<file path="config.mk">
export PLATFORM = sky130hd
export DESIGN_NAME = coherence_arbiter_n
export DESIGN_NICKNAME = d
export VERILOG_FILES = /design/src/rtl/coherence_arbiter_n.sv
export SDC_FILE = /design/constraint.sdc
export NUM_CORES = 1
export LEC_CHECK = 0
export BUFFER_PORTS_ARGS = -buffer_cell sky130_fd_sc_hd__buf_2
export CAP_MARGIN = 0
export CORE_AREA = 2 2 143 145
export CTS_CLUSTER_DIAMETER = 150
export CTS_CLUSTER_SIZE = 8
export DETAILED_ROUTE_END_ITERATION = 6
export DIE_AREA = 0 0 145 147
export GPL_TIMING_DRIVEN = 0
export PLACE_DENSITY = 0.46
export SKIP_CTS_REPAIR_TIMING = 1
export SLEW_MARGIN = 20
export SYNTH_ARGS = -nofsm -noshare
export SYNTH_HDL_FRONTEND = slang
export SYNTH_SLANG_ARGS = --single-unit
</file>
<file path="constraint.sdc">
create_clock -name CLK -period 1.87 [get_ports CLK]
set_clock_uncertainty 0.1 [all_clocks]
set_input_delay 0.0935 -clock CLK [delete_from_list [all_inputs] [get_ports CLK]]
set_output_delay 0.0935 -clock CLK [all_outputs]
set_load 0.01 [all_outputs]
</file>
<file path="src/rtl/coherence_arbiter_n.sv">
// N-cache MSI snoopy coherence controller and round-robin RAM arbiter for the L1 dcaches.
// Optional statistics counters are enabled by defining COHERENCE_ARB_STATS_EN.
module coherence_arbiter_n #(
    parameter int unsigned CPUS     = 2,
    parameter int unsigned BLKWORDS = 2,
    parameter int unsigned AW       = 32,
    parameter int unsigned DW       = 32
) (
    input  logic               CLK,
    input  logic               nRST,
    input  logic [CPUS-1:0]    dREN,
    input  logic [CPUS-1:0]    dWEN,
    input  logic [CPUS-1:0]    cctrans,
    input  logic [CPUS-1:0]    ccwrite,
    input  logic [CPUS*AW-1:0] daddr,
    input  logic [CPUS*DW-1:0] dstore,
    output logic [CPUS-1:0]    dwait,
    output logic [CPUS*DW-1:0] dload,
    output logic [CPUS-1:0]    ccwait,
    output logic [CPUS-1:0]    ccinv,
    output logic [CPUS*AW-1:0] ccsnoopaddr,
    output logic               ramREN,
    output logic               ramWEN,
    output logic [AW-1:0]      ramaddr,
    output logic [DW-1:0]      ramstore,
    input  logic [DW-1:0]      ramload,
    input  logic               ram_wait
`ifdef COHERENCE_ARB_STATS_EN
    ,
    output logic [31:0]        stat_hits,
    output logic [31:0]        stat_invs,
    output logic [31:0]        stat_xacts
`endif
);
    localparam int unsigned IW = (CPUS > 1) ? $clog2(CPUS) : 1;
    localparam int unsigned WW = (BLKWORDS > 1) ? $clog2(BLKWORDS) : 1;
    localparam logic [WW-1:0] WLAST = WW'(BLKWORDS - 1);

    typedef enum logic [2:0] {IDLE, SNOOP, XFER, WB, ISNOOP, INV} state_t;

    state_t         state_q, state_d;
    logic [IW-1:0]  req_q, req_d, ptr_q, ptr_d;
    logic [WW-1:0]  w_q, w_d;
    logic           wm_q, wm_d;
    logic           found, hit, done;
    logic [IW-1:0]  sel, resp;
    int unsigned    idx;
    logic [CPUS-1:0] others;
    logic [AW-1:0]  req_addr;

    assign others      = ~(CPUS'(1) << req_q);
    assign req_addr    = daddr[req_q*AW +: AW];
    assign ccsnoopaddr = {CPUS{req_addr}};

    // Round-robin scan starting at ptr; first requester wins.
    always_comb begin
        found = 1'b0;
        sel   = '0;
        idx   = 0;
        for (int unsigned k = 0; k < CPUS; k++) begin
            idx = (32'(ptr_q) + k) % CPUS;
            if (!found && (dREN[idx] | dWEN[idx] | cctrans[idx])) begin
                found = 1'b1;
                sel   = IW'(idx);
            end
        end
    end

    always_comb begin
        hit  = 1'b0;
        resp = '0;
        for (int unsigned i = 0; i < CPUS; i++) begin
            if (!hit && ccwrite[i] && (IW'(i) != req_q)) begin
                hit  = 1'b1;
                resp = IW'(i);
            end
        end
    end

    always_comb begin
        state_d = state_q;
        req_d   = req_q;
        ptr_d   = ptr_q;
        w_d     = w_q;
        wm_d    = wm_q;
        done    = 1'b0;
        case (state_q)
            IDLE: if (found) begin
                req_d = sel;
                wm_d  = cctrans[sel] & dREN[sel];
                w_d   = '0;
                if (dREN[sel])      state_d = SNOOP;
                else if (dWEN[sel]) state_d = WB;
                else                state_d = ISNOOP;
            end
            SNOOP: begin
                state_d = XFER;
                w_d     = '0;
            end
            XFER, WB: if (!ram_wait) begin
                w_d = w_q + 1'b1;
                if (w_q == WLAST) done = 1'b1;
            end
            ISNOOP:  state_d = INV;
            INV:     done = 1'b1;
            default: state_d = IDLE;
        endcase
        if (done) begin
            state_d = IDLE;
            w_d     = '0;
            ptr_d   = (req_q == IW'(CPUS - 1)) ? '0 : req_q + 1'b1;
        end
    end

    always_comb begin
        dwait    = '1;
        dload    = '0;
        ccwait   = '0;
        ccinv    = '0;
        ramREN   = 1'b0;
        ramWEN   = 1'b0;
        ramaddr  = '0;
        ramstore = '0;
        case (state_q)
            SNOOP, ISNOOP: ccwait = others;
            XFER: begin
                ccwait         = others;
                ramaddr        = req_addr;
                dwait[req_q]   = ram_wait;
                // Modified data goes cache-to-cache and to RAM in the same cycle.
                if (hit) begin
                    ramWEN                  = 1'b1;
                    ramstore                = dstore[resp*DW +: DW];
                    dload[req_q*DW +: DW]   = dstore[resp*DW +: DW];
                    dwait[resp]             = ram_wait;
                end else begin
                    ramREN                  = 1'b1;
                    dload[req_q*DW +: DW]   = ramload;
                end
                if (wm_q && (w_q == WLAST)) ccinv = others;
            end
            WB: begin
                ramWEN       = 1'b1;
                ramaddr      = req_addr;
                ramstore     = dstore[req_q*DW +: DW];
                dwait[req_q] = ram_wait;
            end
            INV: begin
                ccinv        = others;
                dwait[req_q] = 1'b0;
            end
            default: ;
        endcase
    end

    always_ff @(posedge CLK or negedge nRST) begin
        if (!nRST) begin
            state_q <= IDLE;
            req_q   <= '0;
            ptr_q   <= '0;
            w_q     <= '0;
            wm_q    <= 1'b0;
        end else begin
            state_q <= state_d;
            req_q   <= req_d;
            ptr_q   <= ptr_d;
            w_q     <= w_d;
            wm_q    <= wm_d;
        end
    end

`ifdef COHERENCE_ARB_STATS_EN
    logic [31:0] hits_q, invs_q, xacts_q;

    always_ff @(posedge CLK or negedge nRST) begin
        if (!nRST) begin
            hits_q  <= '0;
            invs_q  <= '0;
            xacts_q <= '0;
        end else if (done) begin
            if (xacts_q != '1) xacts_q <= xacts_q + 32'd1;
            if ((state_q == XFER) && hit && (hits_q != '1)) hits_q <= hits_q + 32'd1;
            if (((state_q == INV) || ((state_q == XFER) && wm_q)) && (invs_q != '1))
                invs_q <= invs_q + 32'd1;
        end
    end

    assign stat_hits  = hits_q;
    assign stat_invs  = invs_q;
    assign stat_xacts = xacts_q;
`endif
endmodule

</file>
-- Word level (Yosys, flattened, before mapping)
Cells that the tools add are included.
- muxes and demuxes: 57
- bitwise gates (word level): 11
- magnitude comparators: 7
- add/sub/neg operators: 4
- reduce and logical (&&, ||, !) cells: 17
- shift-type cells: 7
- equality and inequality tests: 8
- operator list (kind ; number):
    variable part select 64 x 7 -> 32 bit ; 3
    bitwise AND 64 bit ; 2
    2-to-1 mux 64 bit ; 2
    variable part select 32 x 34 -> 64 bit ; 2
    2-to-1 mux 32 bit ; 2
    one-hot mux 32 bit (2 select lines) ; 1
    variable shift 32 x 34 -> 64 bit, first input constant ; 1
    2-to-1 mux 1 bit ; 36
    negator 6 -> 34 bit ; 1
    2-to-1 mux 3 bit ; 4
    one-hot mux 3 bit (4 select lines) ; 1
    less-than comparator 1 x 2 -> 1 bit, second input constant ; 5
    logical AND 1 bit ; 7
    equality test 3 x 2 -> 1 bit, second input constant ; 2
    equality test 3 bit, second input constant ; 2
    2-to-1 mux 2 bit ; 3
    one-hot mux 2 bit (3 select lines) ; 1
    OR reduction 3 bit ; 2
    NOT 2 bit ; 2
    OR 1 bit ; 4
    one-hot mux 1 bit (2 select lines) ; 2
    one-hot mux 2 bit (2 select lines) ; 1
    AND reduction 2 bit ; 2
    nonzero test 4 bit ; 1
    17 further kinds ; 22
- word-level logic and storage cells: 116
- input bits: 171
- flip-flop bits (word level): 7

-- Longest topological paths before layout
Gate-level depths: netlist of the first run.
- depth after elaboration: 15
- gate-level depth with buffers: 7

-- Worst setup path after synthesis of the first run
No wires, ideal clock.
- path kind: reg-to-output
- from: register state_q[2]
- to: output port ramstore[0]
- required time: 1.676 ns
- slack: 0.273 ns
- stages on the path, launching flop included: 7
- data arrival time: 1.403 ns
- cells stage by stage: dfrtp_1 > buf_2 > nor3b_2 > o21ai_2 > buf_2 > a21o_1 > a21oi_1
- longest elaborated chain between the ends: 2
- ends and longest elaborated chain (what ; line ; text):
    start, declared ; 41 ; state_t state_q, state_d;
    start signal, assigned ; 164 ; state_q <= state_d;
    equality test 3 x 2 -> 1 bit ; 124 ; case (state_q)
    one-hot mux 32 bit (2 select lines) * ; 124 ;
    end, declared ; 25 ; output logic [DW-1:0] ramstore,
Mark *: on every way between the ends. The rest lies on a longest branch, timed or not.

-- Worst setup path after layout of the first run
- from: register state_q[2]
- to: output port ramstore[1]
Same word-level chain as after synthesis.

==> results.toml, run 1 <==
[cts]
cts_buffer_depth = 2
clkTransAtPathRegs_ns = 0.04
root_buffer = "clkbuf_16"
numCtsBuffers = 3
cts_tree = "built"
insertion_delay_ns = 0.23
cts_sinks = 7
htree_num_levels = 1

[layout]
finalNetCount = 1087
layout-drive-gt1-share_pct = 65.0
area_delta_synth_final_pct = 100

[route]
postRouteAntennaNets = 0
avgRoutedWirePerCell_um = 19.5
via_count = 5448
wl_um = 23100
avgViaCountPerCell = 4.59
dr.pass1.iters = 4
drtIter0Drc = 161
drcViolationCount = 0

[synth]
synth_area_leaders = "mux2i_1 (21%), mux2_1 (11%), nand2_1 (8.0%)"
async_reset_ff_share_pct = 100
syn_area_per_cell_um2 = 6.88
synth_xor_area_share_pct = 0.247
yosys.area.top_type = "mux2i_1"
yosys.area.top_type_share_pct = 21.2
ys_types = 38
synth_ff_type = "dfrtp_1"
synth_top_cells_by_count = "nand2_1 (76), mux2i_1 (75), nor2_1 (71)"
synthAdderAreaFrac_pct = 0
synth_compound_area_share_pct = 16.7
synth-edff-count = 0
synth.area.mux_share_pct = 38.7
syn-num-nets = 686
yosysSeqAreaShare_pct = 4.94
synthesis.area_mm2 = 0.00354
synth_top_family_by_area = "multiplexers"
synth_most_common_cell = "nand2_1"
synthSimpleGateAreaFrac_pct = 25.6
ys_warn_count = 0
ys_seq_elements = 7
syn_inst = 515

[placement]
routabilityCongestion = 0.809
place_worst_setup_slack_ns = -0.442
port_buffers = 368
hpwl_um = 17900

[die]
top_level_ports = 371
num_rows = 52
dieHeight_um = 147
dieArea_mm2 = 0.0213
core_mm2 = 0.0198
dieWidth_um = 145
start_util_pct = 17.9

[global_routing]
grt_pass1_wl_um = 31300
grt_max_degree = 11
antenna_found_initial = 2
overflow = 0
grt_pass1_vias = 5084
track_usage_pct = 18.9

[flow_run]
drv_cap = 0

[sta]
rsz0062_at_grt = "true"
fin_crit_ns = 2.02
fin_ws_ns = -0.147
setup-violations-final = 72
worst_pin_slew_ns = 0.841
maxSlewHeadroom_pct = 44.0
fmax_mhz = 496
holdWs_ns = 0.0500
hold_viol = 0
setup_tns_ns = -4.09
slew_violations = 0
finalCritPeriodShare_pct = 108

[worst_setup_path]
startpoint_type = "flop"
cp.arrival_ns = 1.82
cp-end-kind = "output pin"
cp_max_fo = 5
crit_required_ns = 1.68
critPathKind = "reg -> out"

[power_and_ir_drop]
power_density_mw_per_mm2 = 1420
ir_drop_v = 0.000606
leakagePower_uw = 0.00384

[status]
violations = "setup timing"
status = "finished, violations left"

[hold_path]
hold_class = "in -> reg"
==> registers in the layout, indices dropped and copies added (netlist names) <==
register and count:
ptr_q 1, req_q 1, state_q 3, w_q 1, wm_q 1
==> path summary, 6_finish.rpt <==
path	startpoint	end	slack [ns]	depth (start not counted)
min in group asynchronous	nRST	wm_q$_DFFE_PN0P_	0.16	2
setup / recovery	state_q[2]$_DFFE_PN0P_	ramstore[1]	-0.15	8
setup reg to reg	state_q[2]$_DFFE_PN0P_	wm_q$_DFFE_PN0P_	0.19	6
hold reg to reg	wm_q$_DFFE_PN0P_	wm_q$_DFFE_PN0P_	0.40	1
hold / removal	ram_wait	w_q$_DFFE_PN0P_	0.05	2
max in group asynchronous	nRST	state_q[0]$_DFFE_PN0P_	1.31	2
==> cell families after synthesis <==
| family | after synthesis |
|---|---|
| AO/OA/AOI/OAI | 88 |
| multiplexers | 130 |
| buffers and inverters | 87 |
| flip-flops | 7 |
| AND/OR/NAND/NOR | 202 |
| XOR/XNOR | 1 |
==> worst max-delay path, cell delays in order (launching register included) <==
cell and delay, ns:
dfrtp_1 0.36, buf_6 0.13, nor3b_4 0.24, buf_6 0.15
o21ai_4 0.09, buf_8 0.15, a21o_1 0.16, a21oi_2 0.16
buf_4 0.16
==> cell usage in the layout (no fill, tap or decap), drive strengths merged, types with 3 or more instances in the layout <==
cell / Yosys / routed
inv: 3 / 3
clkbuf: 18 / 28
o21ai: 6 / 6
nand2: 76 / 76
nor3: 7 / 7
a21o: 22 / 22
mux2: 55 / 55
buf: 66 / 454
and3: 32 / 32
nor2b: 5 / 5
mux2i: 75 / 75
a221oi: 11 / 11
a211oi: 11 / 11
nor2: 71 / 71
dfrtp: 7 / 7
o31ai: 3 / 3
a21oi: 29 / 29
==> power by group <==
| group | switching [uW] | leakage (uW) | internal [uW] | total (uW) |
|---|---|---|---|---|
| logic | 4900 | 0.00372 | 4480 | 9390 |
| clock network | 81.5 | 0.0000382 | 284 | 365 |
| registers | 59.7 | 0.0000818 | 219 | 279 |
| total | 5050 | 0.00384 | 4990 | 10000 |
==> per-stage QoR <==
step	util, %	power [uW]	instances	instance area, um^2
2_1_floorplan	-	4280	515	3540
3_3_place_gp	28.8	7320	1153	5720
3_5_place_dp	28.8	7300	1153	5720
4_1_cts	29.2	7690	1157	5800
5_1_grt	35.7	10700	1187	7090
6_report	35.7	10000	1187	7090
==> metal layers <==
metal / vias up / global-route usage [%] / wire (um)
li1: 2596 / - / -
met1: 2572 / 19.9 / 8400
met3: 27 / 3.91 / 1610
met2: 253 / 37.6 / 12500
met5: - / 0 / 0
met4: 0 / 5.40 / 652
==> area by class of cell <==
type,instances,area (um^2)
timing repair buffer,397,2420
clock buffer,4,78.8
buffer,83,724
multi-input combinational,421,3340
fill,2112,12800
inverter,3,11.3
tap,270,338
antenna,2,5.00
sequential,7,178
(Power assumes the default switching activity.)
==> run 2: changes to the inputs <==
- SETUP_SLACK_MARGIN: unset -> 0.15
==> results.toml, run 2 (same netlist as run 1, synthesis figures left out) <==
[status]
status = "finished, violations left"
violations = "setup timing"

[global_routing]
grt_pass1_vias = 5084
grt_pass1_wl_um = 31300
track_usage_pct = 18.9
overflow = 0
grt_max_degree = 11
antenna_found_initial = 2

[sta]
hold_viol = 0
slew_violations = 0
fin_crit_ns = 2.05
worst_pin_slew_ns = 0.829
fmax_mhz = 488
finalCritPeriodShare_pct = 110
fin_ws_ns = -0.178
rsz0062_at_grt = "true"
maxSlewHeadroom_pct = 44.8
setup-violations-final = 101
holdWs_ns = 0.0456

[die]
dieArea_mm2 = 0.0213
dieWidth_um = 145
dieHeight_um = 147
top_level_ports = 371
start_util_pct = 17.9
num_rows = 52
core_mm2 = 0.0198

[route]
avgRoutedWirePerCell_um = 20.3
drcViolationCount = 0
dr.pass1.iters = 4
drtIter0Drc = 175
avgViaCountPerCell = 4.61
postRouteAntennaNets = 0
via_count = 5519
wl_um = 24300

[worst_setup_path]
crit_required_ns = 1.68
r2r-start = "ptr_q$_DFFE_PN0N_"
path_cells = "buf_6 -> nor3b_4 -> buf_6 -> o21ai_4 -> buf_8 -> a21o_1 -> a21oi_2 -> buf_4"
reg2reg_slack_ns = 0.24
crit_top_cell = "buf_6"
cp_max_fo = 5
cp.arrival_ns = 1.85
worstReg2RegEnd = "state_q[0]$_DFFE_PN0P_"
crit_end = "ramstore[1]"
critPathMaxStageDelay_ns = 0.36
startpoint_type = "flop"
timing.critical_path.from = "state_q[0]$_DFFE_PN0P_"
critPathKind = "reg -> out"
cp-end-kind = "output pin"
reg2regPathDepth = 5
crit_path_top_delay_cell = "dfrtp_1"

[power_and_ir_drop]
power_density_mw_per_mm2 = 1460
ir_drop_v = 0.000608
leakagePower_uw = 0.00422

[cts]
root_buffer = "clkbuf_16"
htree_num_levels = 1
numCtsBuffers = 3
cts_tree = "built"
insertion_delay_ns = 0.23
cts_sinks = 7
clkTransAtPathRegs_ns = 0.04
cts_buffer_depth = 2

[layout]
area_delta_synth_final_pct = 132
mostFrequentLayoutCells = "buf_2 (261), buf_6 (160), mux2i_1 (75)"
mostFrequentLayoutCell = "buf_2"
finalNetCount = 1096
layout-drive-gt1-share_pct = 68.6
top_register = "state_q"
layout.cells.non_filler = 1196
largest_reg_flops = 3

[hold_path]
hp-start = "ram_wait"
hold_class = "in -> reg"

[flow_run]
drv_cap = 0

[placement]
port_buffers = 368
place_worst_setup_slack_ns = -0.442
routabilityCongestion = 0.809
dpl.cell_count = 1153
hpwl_um = 17900
-- run 2: cell types whose count changed in the layout (fill, tap and decap cells not counted), moves of 6 or more --
cell | previous run | this run
buf_4 | 51 | 18
buf_6 | 33 | 160
mux2_2 | 27 | 21
and3_1 | 29 | 4
and3_4 | 3 | 28
mux2_4 | 19 | 31
mux2_1 | 9 | 3
nor2_4 | 20 | 30
buf_2 | 353 | 261
nor2_2 | 14 | 4
-- run 2: stage by stage --
step | power, uW | util (%) | cell area, um^2 | TNS, ns
finish | 12000 | 41.4 | 8220 | -7.22
global route | 12700 | 41.4 | 8220 | -15.63
CTS | 7690 | 29.2 | 5800 | -58.71
detailed placement | 7300 | 28.8 | 5720 | -18.79
global placement | 7320 | 28.8 | 5720 | -19.19
floorplan | 4280 | - | 3540 | 0
-- run 2: worst min path at each step --
stage	to	slack [ns]	cells after the start
3_5_place_dp	wm_q$_DFFE_PN0P_	-0.15	1
2_1_floorplan	ptr_q$_DFFE_PN0N_	-0.30	0
4_1_cts	wm_q$_DFFE_PN0P_	-0.39	1
5_1_grt	w_q$_DFFE_PN0P_	0.07	2
6_report	w_q$_DFFE_PN0P_	0.05	2
3_3_place_gp	wm_q$_DFFE_PN0P_	-0.15	1
-- run 2: area by class of cell --
cell class,instances,area [um^2]
Antenna cell,2,5.00
Buffer,84,856
Clock buffer,4,78.8
Fill cell,1988,11600
Inverter,3,16.3
Multi-Input combinational cell,421,3580
Sequential cell,7,176
Tap cell,270,338
Timing Repair Buffer,405,3170
-- run 2: power by group --
part	internal, uW	switching (uW)
combinational	5980	5350
sequential	217	48.6
clock	284	80.4
total	6480	5480
-- run 2: critical path, delay by kind of cell, from the launching register on --
family                 cells  cell delay (ns)
flip-flops                 1             0.36
AND/OR/NAND/NOR            1             0.25
AO/OA/AOI/OAI              3             0.42
buffers and inverters      4             0.58
-- run 2: metal layers --
layer / GRT usage, % / share of wire [%] / up-vias
met5: 0 / 0 / -
met2: 37.6 / 55 / 253
met1: 19.9 / 36 / 2627
met4: 5.40 / 2.5 / 0
li1: - / - / 2613
met3: 3.91 / 6.5 / 26
